[src/rtl/cv32e40x_branch_predictor.sv]
// Direct-mapped BTB with 2-bit saturating counters and a one-entry-per-cycle flush walk.
// Optional hit/misprediction statistics are enabled with `define CV32E40X_BP_STATS_EN.
module cv32e40x_branch_predictor #(
  parameter int unsigned ENTRIES = 16
) (
  input  logic        clk,
  input  logic        rst,
  input  logic [31:0] pc_if_i,
  output logic        hit_o,
  output logic        prediction_o,
  output logic [31:0] target_o,
  input  logic [2:0]  cmd_i,
  input  logic [31:0] upd_pc_i,
  input  logic [31:0] upd_target_i,
  output logic        busy_o,
  output logic [15:0] lookup_cnt_o,
  output logic [15:0] mispred_cnt_o
);

  localparam int unsigned IDX_W = $clog2(ENTRIES);
  localparam int unsigned TAG_W = 32 - IDX_W - 2;
  localparam logic [IDX_W-1:0] LAST_IDX = IDX_W'(ENTRIES - 1);

  localparam logic [2:0] CMD_TAKEN     = 3'd1;
  localparam logic [2:0] CMD_NOT_TAKEN = 3'd2;
  localparam logic [2:0] CMD_ALLOCATE  = 3'd3;
  localparam logic [2:0] CMD_FLUSH     = 3'd4;

  typedef enum logic [0:0] {
    IDLE_S  = 1'b0,
    FLUSH_S = 1'b1
  } state_e;

  state_e           state_r, state_s;
  logic [IDX_W-1:0] flush_idx_r, flush_idx_s;

  logic [ENTRIES-1:0] valid_r;
  logic [TAG_W-1:0]   tag_r    [ENTRIES];
  logic [31:0]        target_r [ENTRIES];
  logic [1:0]         cnt_r    [ENTRIES];

  logic [IDX_W-1:0] lk_idx_s, up_idx_s;
  logic [TAG_W-1:0] lk_tag_s, up_tag_s;
  logic             busy_s, up_hit_s;
  logic             do_inc_s, do_dec_s, do_alloc_s, flush_clr_s;
  logic             unused_s;

  assign lk_idx_s = pc_if_i[IDX_W+1:2];
  assign lk_tag_s = pc_if_i[31:IDX_W+2];
  assign up_idx_s = upd_pc_i[IDX_W+1:2];
  assign up_tag_s = upd_pc_i[31:IDX_W+2];
  assign unused_s = ^{pc_if_i[1:0], upd_pc_i[1:0]};

  assign busy_s   = (state_r == FLUSH_S);
  assign busy_o   = busy_s;
  assign up_hit_s = valid_r[up_idx_s] && (tag_r[up_idx_s] == up_tag_s);

  // Lookup reads registered state only, so same-cycle updates are not visible.
  always_comb begin
    hit_o        = 1'b0;
    prediction_o = 1'b0;
    target_o     = 32'h0000_0000;
    if (!busy_s && valid_r[lk_idx_s] && (tag_r[lk_idx_s] == lk_tag_s)) begin
      hit_o        = 1'b1;
      prediction_o = cnt_r[lk_idx_s][1];
      target_o     = target_r[lk_idx_s];
    end else begin
      hit_o        = 1'b0;
    end
  end

  // Next-state and command decode; commands are dropped while the walk runs.
  always_comb begin
    state_s     = state_r;
    flush_idx_s = flush_idx_r;
    do_inc_s    = 1'b0;
    do_dec_s    = 1'b0;
    do_alloc_s  = 1'b0;
    flush_clr_s = 1'b0;
    case (state_r)
      IDLE_S: begin
        case (cmd_i)
          CMD_TAKEN:     do_inc_s   = up_hit_s;
          CMD_NOT_TAKEN: do_dec_s   = up_hit_s;
          CMD_ALLOCATE:  do_alloc_s = 1'b1;
          CMD_FLUSH: begin
            state_s     = FLUSH_S;
            flush_idx_s = '0;
          end
          default: ;
        endcase
      end
      FLUSH_S: begin
        flush_clr_s = 1'b1;
        flush_idx_s = flush_idx_r + IDX_W'(1);
        if (flush_idx_r == LAST_IDX) begin
          state_s = IDLE_S;
        end else begin
          state_s = FLUSH_S;
        end
      end
      default: begin
        state_s     = IDLE_S;
        flush_idx_s = '0;
      end
    endcase
  end

  // FSM state and flush walk index.
  always_ff @(posedge clk) begin
    if (rst) begin
      state_r     <= IDLE_S;
      flush_idx_r <= '0;
    end else begin
      state_r     <= state_s;
      flush_idx_r <= flush_idx_s;
    end
  end

  // Valid bits and direction counters.
  always_ff @(posedge clk) begin
    if (rst) begin
      valid_r <= '0;
      for (int i = 0; i < ENTRIES; i++) begin
        cnt_r[i] <= 2'b01;
      end
    end else if (flush_clr_s) begin
      valid_r[flush_idx_r] <= 1'b0;
    end else if (do_alloc_s) begin
      valid_r[up_idx_s] <= 1'b1;
      cnt_r[up_idx_s]   <= 2'b10;
    end else if (do_inc_s && (cnt_r[up_idx_s] != 2'b11)) begin
      cnt_r[up_idx_s] <= cnt_r[up_idx_s] + 2'd1;
    end else if (do_dec_s && (cnt_r[up_idx_s] != 2'b00)) begin
      cnt_r[up_idx_s] <= cnt_r[up_idx_s] - 2'd1;
    end
  end

  // Tag and target payload; harmless to leave unreset since valid guards it.
  always_ff @(posedge clk) begin
    if (do_alloc_s) begin
      tag_r[up_idx_s]    <= up_tag_s;
      target_r[up_idx_s] <= upd_target_i;
    end
  end

`ifdef CV32E40X_BP_STATS_EN
  logic [15:0] lookup_cnt_r, mispred_cnt_r;
  logic        mispred_s;

  assign mispred_s = (do_inc_s && !cnt_r[up_idx_s][1]) || (do_dec_s && cnt_r[up_idx_s][1]);

  // Saturating statistics counters.
  always_ff @(posedge clk) begin
    if (rst) begin
      lookup_cnt_r  <= 16'h0000;
      mispred_cnt_r <= 16'h0000;
    end else begin
      if (hit_o && (lookup_cnt_r != 16'hFFFF)) begin
        lookup_cnt_r <= lookup_cnt_r + 16'd1;
      end
      if (mispred_s && (mispred_cnt_r != 16'hFFFF)) begin
        mispred_cnt_r <= mispred_cnt_r + 16'd1;
      end
    end
  end

  assign lookup_cnt_o  = lookup_cnt_r;
  assign mispred_cnt_o = mispred_cnt_r;
`else
  assign lookup_cnt_o  = 16'h0000;
  assign mispred_cnt_o = 16'h0000;
`endif

endmodule

[config.mk]
export PLATFORM = sky130hd
export DESIGN_NAME = cv32e40x_branch_predictor
export DESIGN_NICKNAME = d
export VERILOG_FILES = /design/src/rtl/cv32e40x_branch_predictor.sv
export SDC_FILE = /design/constraint.sdc
export NUM_CORES = 1
export LEC_CHECK = 0
export BUFFER_PORTS_ARGS = -buffer_cell sky130_fd_sc_hd__buf_2
export CORE_ASPECT_RATIO = 0.9
export CORE_MARGIN = 1
export CORE_UTILIZATION = 55
export DETAILED_ROUTE_END_ITERATION = 6
export PLACE_DENSITY = 0.75
export RECOVER_POWER = 100
export SETUP_SLACK_MARGIN = 0.5
export SYNTH_ARGS = -nofsm -noshare
export SYNTH_HDL_FRONTEND = slang
export SYNTH_SLANG_ARGS = --single-unit
[constraint.sdc]
create_clock -name clk -period 7.2 [get_ports clk]
set_input_delay 0.72 -clock clk [delete_from_list [all_inputs] [get_ports clk]]
set_output_delay 0.72 -clock clk [all_outputs]
set_load 0.005 [all_outputs]
* Word-level counts from Yosys, hierarchy flattened
Memories as Yosys holds them, arrays and structs flattened.
Cells that the tools add are included.
** Storage, ports and cells
- Flip-flop bits (word level) :: 21
- RAM bits :: 960
- Output and inout bits :: 67
- Memories kept :: 3
** Operators by class
- Add/subtract/negate cells :: 3
- $lt $le $gt $ge :: 5
- Equal/unequal tests :: 9
- Mux-type cells :: 48
- Bitwise operators :: 6
- Reductions and logical operators :: 11
** Memory list
- target_r :: depth 16, width 32, read ports 1, clocked after Yosys merged registers in 0, wr ports 1, line 39 : logic [31:0] target_r [ENTRIES];
- tag_r :: depth 16, width 26, read ports 2, clocked after Yosys merged registers in 0, wr ports 1, line 38 : logic [TAG_W-1:0] tag_r [ENTRIES];
- cnt_r :: depth 16, width 2, read ports 2, clocked after Yosys merged registers in 0, wr ports 16, line 40 : logic [1:0] cnt_r [ENTRIES];
** Operators with widths (number)
- $eq 26x26->1 :: 2
- $mux 1 :: 34
- $mux 16 :: 2
- $mux 32 :: 1
- $and 16x16->16 :: 1
- $not 16->16 :: 1
- $or 16x16->16 :: 1
- $lt 4x5->1 const B :: 3
- $bmux 1 s4 :: 2
- $demux 1 s4 :: 2
- $ge 4x1->1 const B :: 2
- $mux 4 :: 2
- $pmux 4 s2 :: 1
- $logic_and 1x1->1 :: 7
- $eq 3x2->1 const B :: 2
- $mux 2 :: 3
- $add 4x1->4 const B :: 1
- $eq 4x4->1 const B :: 1
- $reduce_bool 2->1 :: 2
- $eq 3x1->1 const B :: 1
- $eq 3x3->1 const B :: 1
- $add 2x1->2 const B :: 1
- $ne 2x1->1 const B :: 1
- $ne 2x2->1 const B :: 1
- other kinds (6) :: 7

* Logic depth before layout (Yosys ltp)
- Word-level depth :: 15
- Depth in mapped cells :: 21
- Depth with buffers taken out :: 14

* Worst setup path before layout
Ideal clock, no wire load.
- Path type :: input -> register
- From :: input upd_pc_i[3]
- To :: memory cnt_r[15][0], enable pin
- Data arrival time :: 6.445 ns
- Data required time :: 6.873 ns
- Slack :: 0.427 ns
- Stages :: 10
- Path buffers :: 6
- Path through :: buf_2 buf_4 buf_2 buf_2 buf_1 buf_2 nand2_1 nor3_1 nor2_1 o21ai_0
** RTL lines
- start, declared :: line 13 : input logic [31:0] upd_pc_i,
- end, declared :: line 40

* Worst setup path after layout
- From :: register state_r, in the netlist busy_o
- To :: memory tag_r[10][22] (netlist name), enable pin
** On the way
- Longest elaborated chain between the ends :: 3
** RTL lines
- start, declared :: line 34 : state_e state_r, state_s;
- start signal, assigned :: line 115 : state_r <= state_s;
- $mux 1 :: line 80 : case (state_r)
- $mux 1 :: line 141 : if (do_alloc_s) begin
- $mux 1 (not written as such) :: line 142 : tag_r[up_idx_s] <= up_tag_s;
- end, declared :: line 38
No other way between the ends.

==> impl_metrics.csv <==
group,metric,value,unit
run_status,result_of_the_run,"finished with violations",
run_status,violations,"DRC, capacitance limit, slew limit",
routing,post_drt_via_cell_ratio,6.798,
final_layout,areaGrowthSynthToFinish,10.77,%
yosys,synthDominantCellAreaShare,0.6759,
flow_run,max_cap_viol_count,35,
yosys,synth_area_leader_cell,"sky130_fd_sc_hd__edfxtp_1",
sta,setup_viol,0,
sta,hold_violations_final,0,
setup_path,endpoint_kind,"flop",
routing,total_via_count_in_the_routed_design,22790,
global_routing,grt_pass1_wl,157000,microns
yosys,synth_async_sr_flop_share,0,
clock_tree,clock_path_buffers,3,
sta,slew_at_the_pin_with_the_worst_max_slew_slack,3331,ps
floorplanning,placement_rows,96,
setup_path,r2r_start,"busy_o",
global_routing,grt_start_max_net_pins,82,
min_path,min-delay-start,"valid_r[4]",
sta,fin_crit,6355,ps
power_and_ir_drop,power.total,11.95,mW
placed_design,count_of_buffers_from_port_buffering,131,
yosys,netlist-cell-type-count,73,
yosys,synth.top_cells.by_area,"sky130_fd_sc_hd__edfxtp_1 (68%), sky130_fd_sc_hd__mux4_2 (21%), sky130_fd_sc_hd__mux2i_1 (1.1%)",
sta,slew_headroom,-1.221,
yosys,postSynthCellCount,2081,
setup_path,cp_data_arrival_time,6600,ps
sta,fmax,157.4,MHz
sta,rsz0062_at_grt,"no",
yosys,synth.avg_cell_area,20.50,sq um
setup_path,crit_path_start,"busy_o",
setup_path,timing.setup.critical_path_class,"flop to flop",
setup_path,timing.critical_path.from_type,"flop",
floorplanning,die-width,295.5,microns
min_path,hold_path.class,"flop to flop",
global_routing,via_count_of_the_first_global_routing_pass,23370,
global_routing,antenna_found_initial,6,
final_layout,final_layout_size_suffix_gt1_frac,0.2666,
clock_tree,numCtsBuffers,97,
routing,drc_errors,3,
floorplanning,chipHeight,266.2,microns
routing,routed_wire_length,107500,microns
clock_tree,clock-root-buffer,"sky130_fd_sc_hd__clkbuf_16",
floorplanning,floorplan.die_area,78670,sq um
clock_tree,cts_hold_buffers_added,0,
power_and_ir_drop,peak_supply_drop,0.0001780,V
floorplanning,initial_cell_density_of_the_core,0.5574,
yosys,synth_enable_flop_cells,960,
yosys,synth.yosys.seq_area_share,0.6858,
yosys,postSynthRegisterBits,981,
sta,final_min_period_over_clock_period,0.8826,
final_layout,design.final.nets,2348,
clock_tree,worst_setup_hold_path_clk_slew,60,ps
yosys,synth.cell_area,42650,sq um
floorplanning,pin_count,168,
clock_tree,clock_tree_from_tritoncts,"done",
sta,finalMaxSlewViolations,976,
global_routing,grt_util_all_layers,0.2795,
floorplanning,design.core.area,76510,sq um
routing,detail-route-antenna-nets,0,
clock_tree,cts_resized,0,
routing,per_cell_routed_wire_length,32.07,microns
global_routing,grt.overflow.total,0,
sta,fin_tns_setup,0,ps
placed_design,routability_cong,0.9017,
clock_tree,clock_insertion_delay_at_the_later_pin_of_the_skew_report,670,ps
setup_path,crit_fanout,38,
routing,detail_route.first_pass.iterations,7,
power_and_ir_drop,leakage,14.69,nW
yosys,yosysWarningCount,0,
power_and_ir_drop,power_density_over_the_cells,252.9,nW/um^2
clock_tree,level_count_of_the_clock_h_tree,3,
sta,finalHoldWorstSlack,517.4,ps
clock_tree,clock-sinks,981,
clock_tree,post-cts-setup-buffers,0,
setup_path,crit_required,7450,ps
routing,drt_first_iter_violations,3002,
sta,clock_skew,20.65,ps
placed_design,dp_hpwl,60050,microns
yosys,synth_ff_type,"sky130_fd_sc_hd__edfxtp_1",
## routing by layer
layer  wire length, microns  GRT usage  share of wire
met4                   3078    0.09088          0.029
met3                  11440    0.06473           0.11
met5                    170    0.01063         0.0016
met1                  40290     0.3843           0.37
met2                  52550     0.4458           0.49
## cell type report
| class | instances | area [sq um] |
|---|---|---|
| Inverter | 18 | 67.56 |
| Fill cell | 5220 | 29270 |
| Multi-Input combinational cell | 949 | 12620 |
| Clock inverter | 53 | 451.7 |
| Timing Repair Buffer | 194 | 959.7 |
| Antenna cell | 2 | 5.005 |
| Tap cell | 1029 | 1287 |
| Sequential cell | 981 | 29250 |
| Clock buffer | 127 | 2603 |
## worst max-delay path: stages (launching register included)
cell and delay (ps):
sky130_fd_sc_hd__dfxtp_1 310, sky130_fd_sc_hd__clkbuf_1 490, sky130_fd_sc_hd__nor2_1 370, sky130_fd_sc_hd__nand3_1 110, sky130_fd_sc_hd__clkbuf_1 540, sky130_fd_sc_hd__nor2_1 2580
sky130_fd_sc_hd__clkbuf_2 1480
## stage by stage
stage	area (sq um)	utilization	setup WS (ps)	instances
floorplan	42770	-	1648	2112
global placement	44540	0.5822	1289	3171
detailed placement	44540	0.5822	1312	3171
CTS	47600	0.6221	1528	3351
global route	47240	0.6174	690.7	3352
finish	47240	0.6174	845.2	3353
## path summary, 6_finish.rpt
path / end / slack (ps) / cells past startpoint
max: tag_r[10][22] / 850 / 6
min: valid_r[4] / 520 / 2
max reg2reg: tag_r[10][22] / 850 / 6
min reg2reg: valid_r[4] / 520 / 2
## Yosys cell counts, drive strengths merged, types with 3 or more instances
library cell	number
inv	17
clkbuf	61
a211oi	8
o31ai	4
o22ai	7
mux4	399
o21bai	11
nor3	12
a311oi	15
o21ai	21
nand4	7
a21oi	34
a21boi	3
nor4	18
mux2i	46
nor2	59
and2	5
a22oi	15
or3	15
a22o	6
o22a	3
and3	5
dfxtp	21
nor2b	46
xnor2	33
ha	6
nand3	21
buf	103
edfxtp	960
xor2	16
nand2	41
nand2b	4
a31oi	3
a221oi	10
a2bb2oi	3
## cells in the final DEF (no fill, tap or decap), drive strengths merged, types with 5 or more instances in the layout
cell type	n
edfxtp	960
a21oi	34
mux2i	46
o21ai	21
a221oi	10
dfxtp	21
xor2	16
nand2	41
o21bai	11
nand3	21
xnor2	33
o22ai	7
buf	73
ha	6
clkinv	42
a311oi	15
clkinvlp	6
and3	5
mux4	399
nor2	59
or3	15
conb	32
and2	5
a22o	6
nor2b	46
a22oi	15
nor4	18
a211oi	8
nand4	7
inv	19
nor3	12
clkbuf	248
## logic make-up (layout without fill, tap and decap cells)
| logic type | Yosys count | count (layout) | synth area share |
|---|---|---|---|
| flip-flops | 981 | 981 | 0.6858 |
| AND/OR/NAND/NOR | 249 | 249 | 0.03063 |
| adder cells (fa/ha/maj) | 6 | 6 | 0.001760 |
| buffers and inverters | 182 | 392 | 0.02118 |
| multiplexers | 447 | 447 | 0.2220 |
| AO/OA/AOI/OAI | 166 | 166 | 0.02852 |
| XOR/XNOR | 49 | 49 | 0.01006 |
| other | 1 | 34 | 0.00008792 |
## power breakdown
part	total, mW	switching [mW]	internal, mW	leakage [nW]
logic	0.784	0.455	0.329	4.42
clock network	4.86	2.15	2.71	1.46
registers	6.31	0.0118	6.30	8.80
total	11.9	2.62	9.33	14.7
## sequential cells by signal, summed over array words and instances (netlist names)
register	flops
cnt_r	32
flush_idx_r	4
valid_r	16
busy_o	1
tag_r	416
target_r	512
Note: power is estimated with default switching activity, not from simulation.
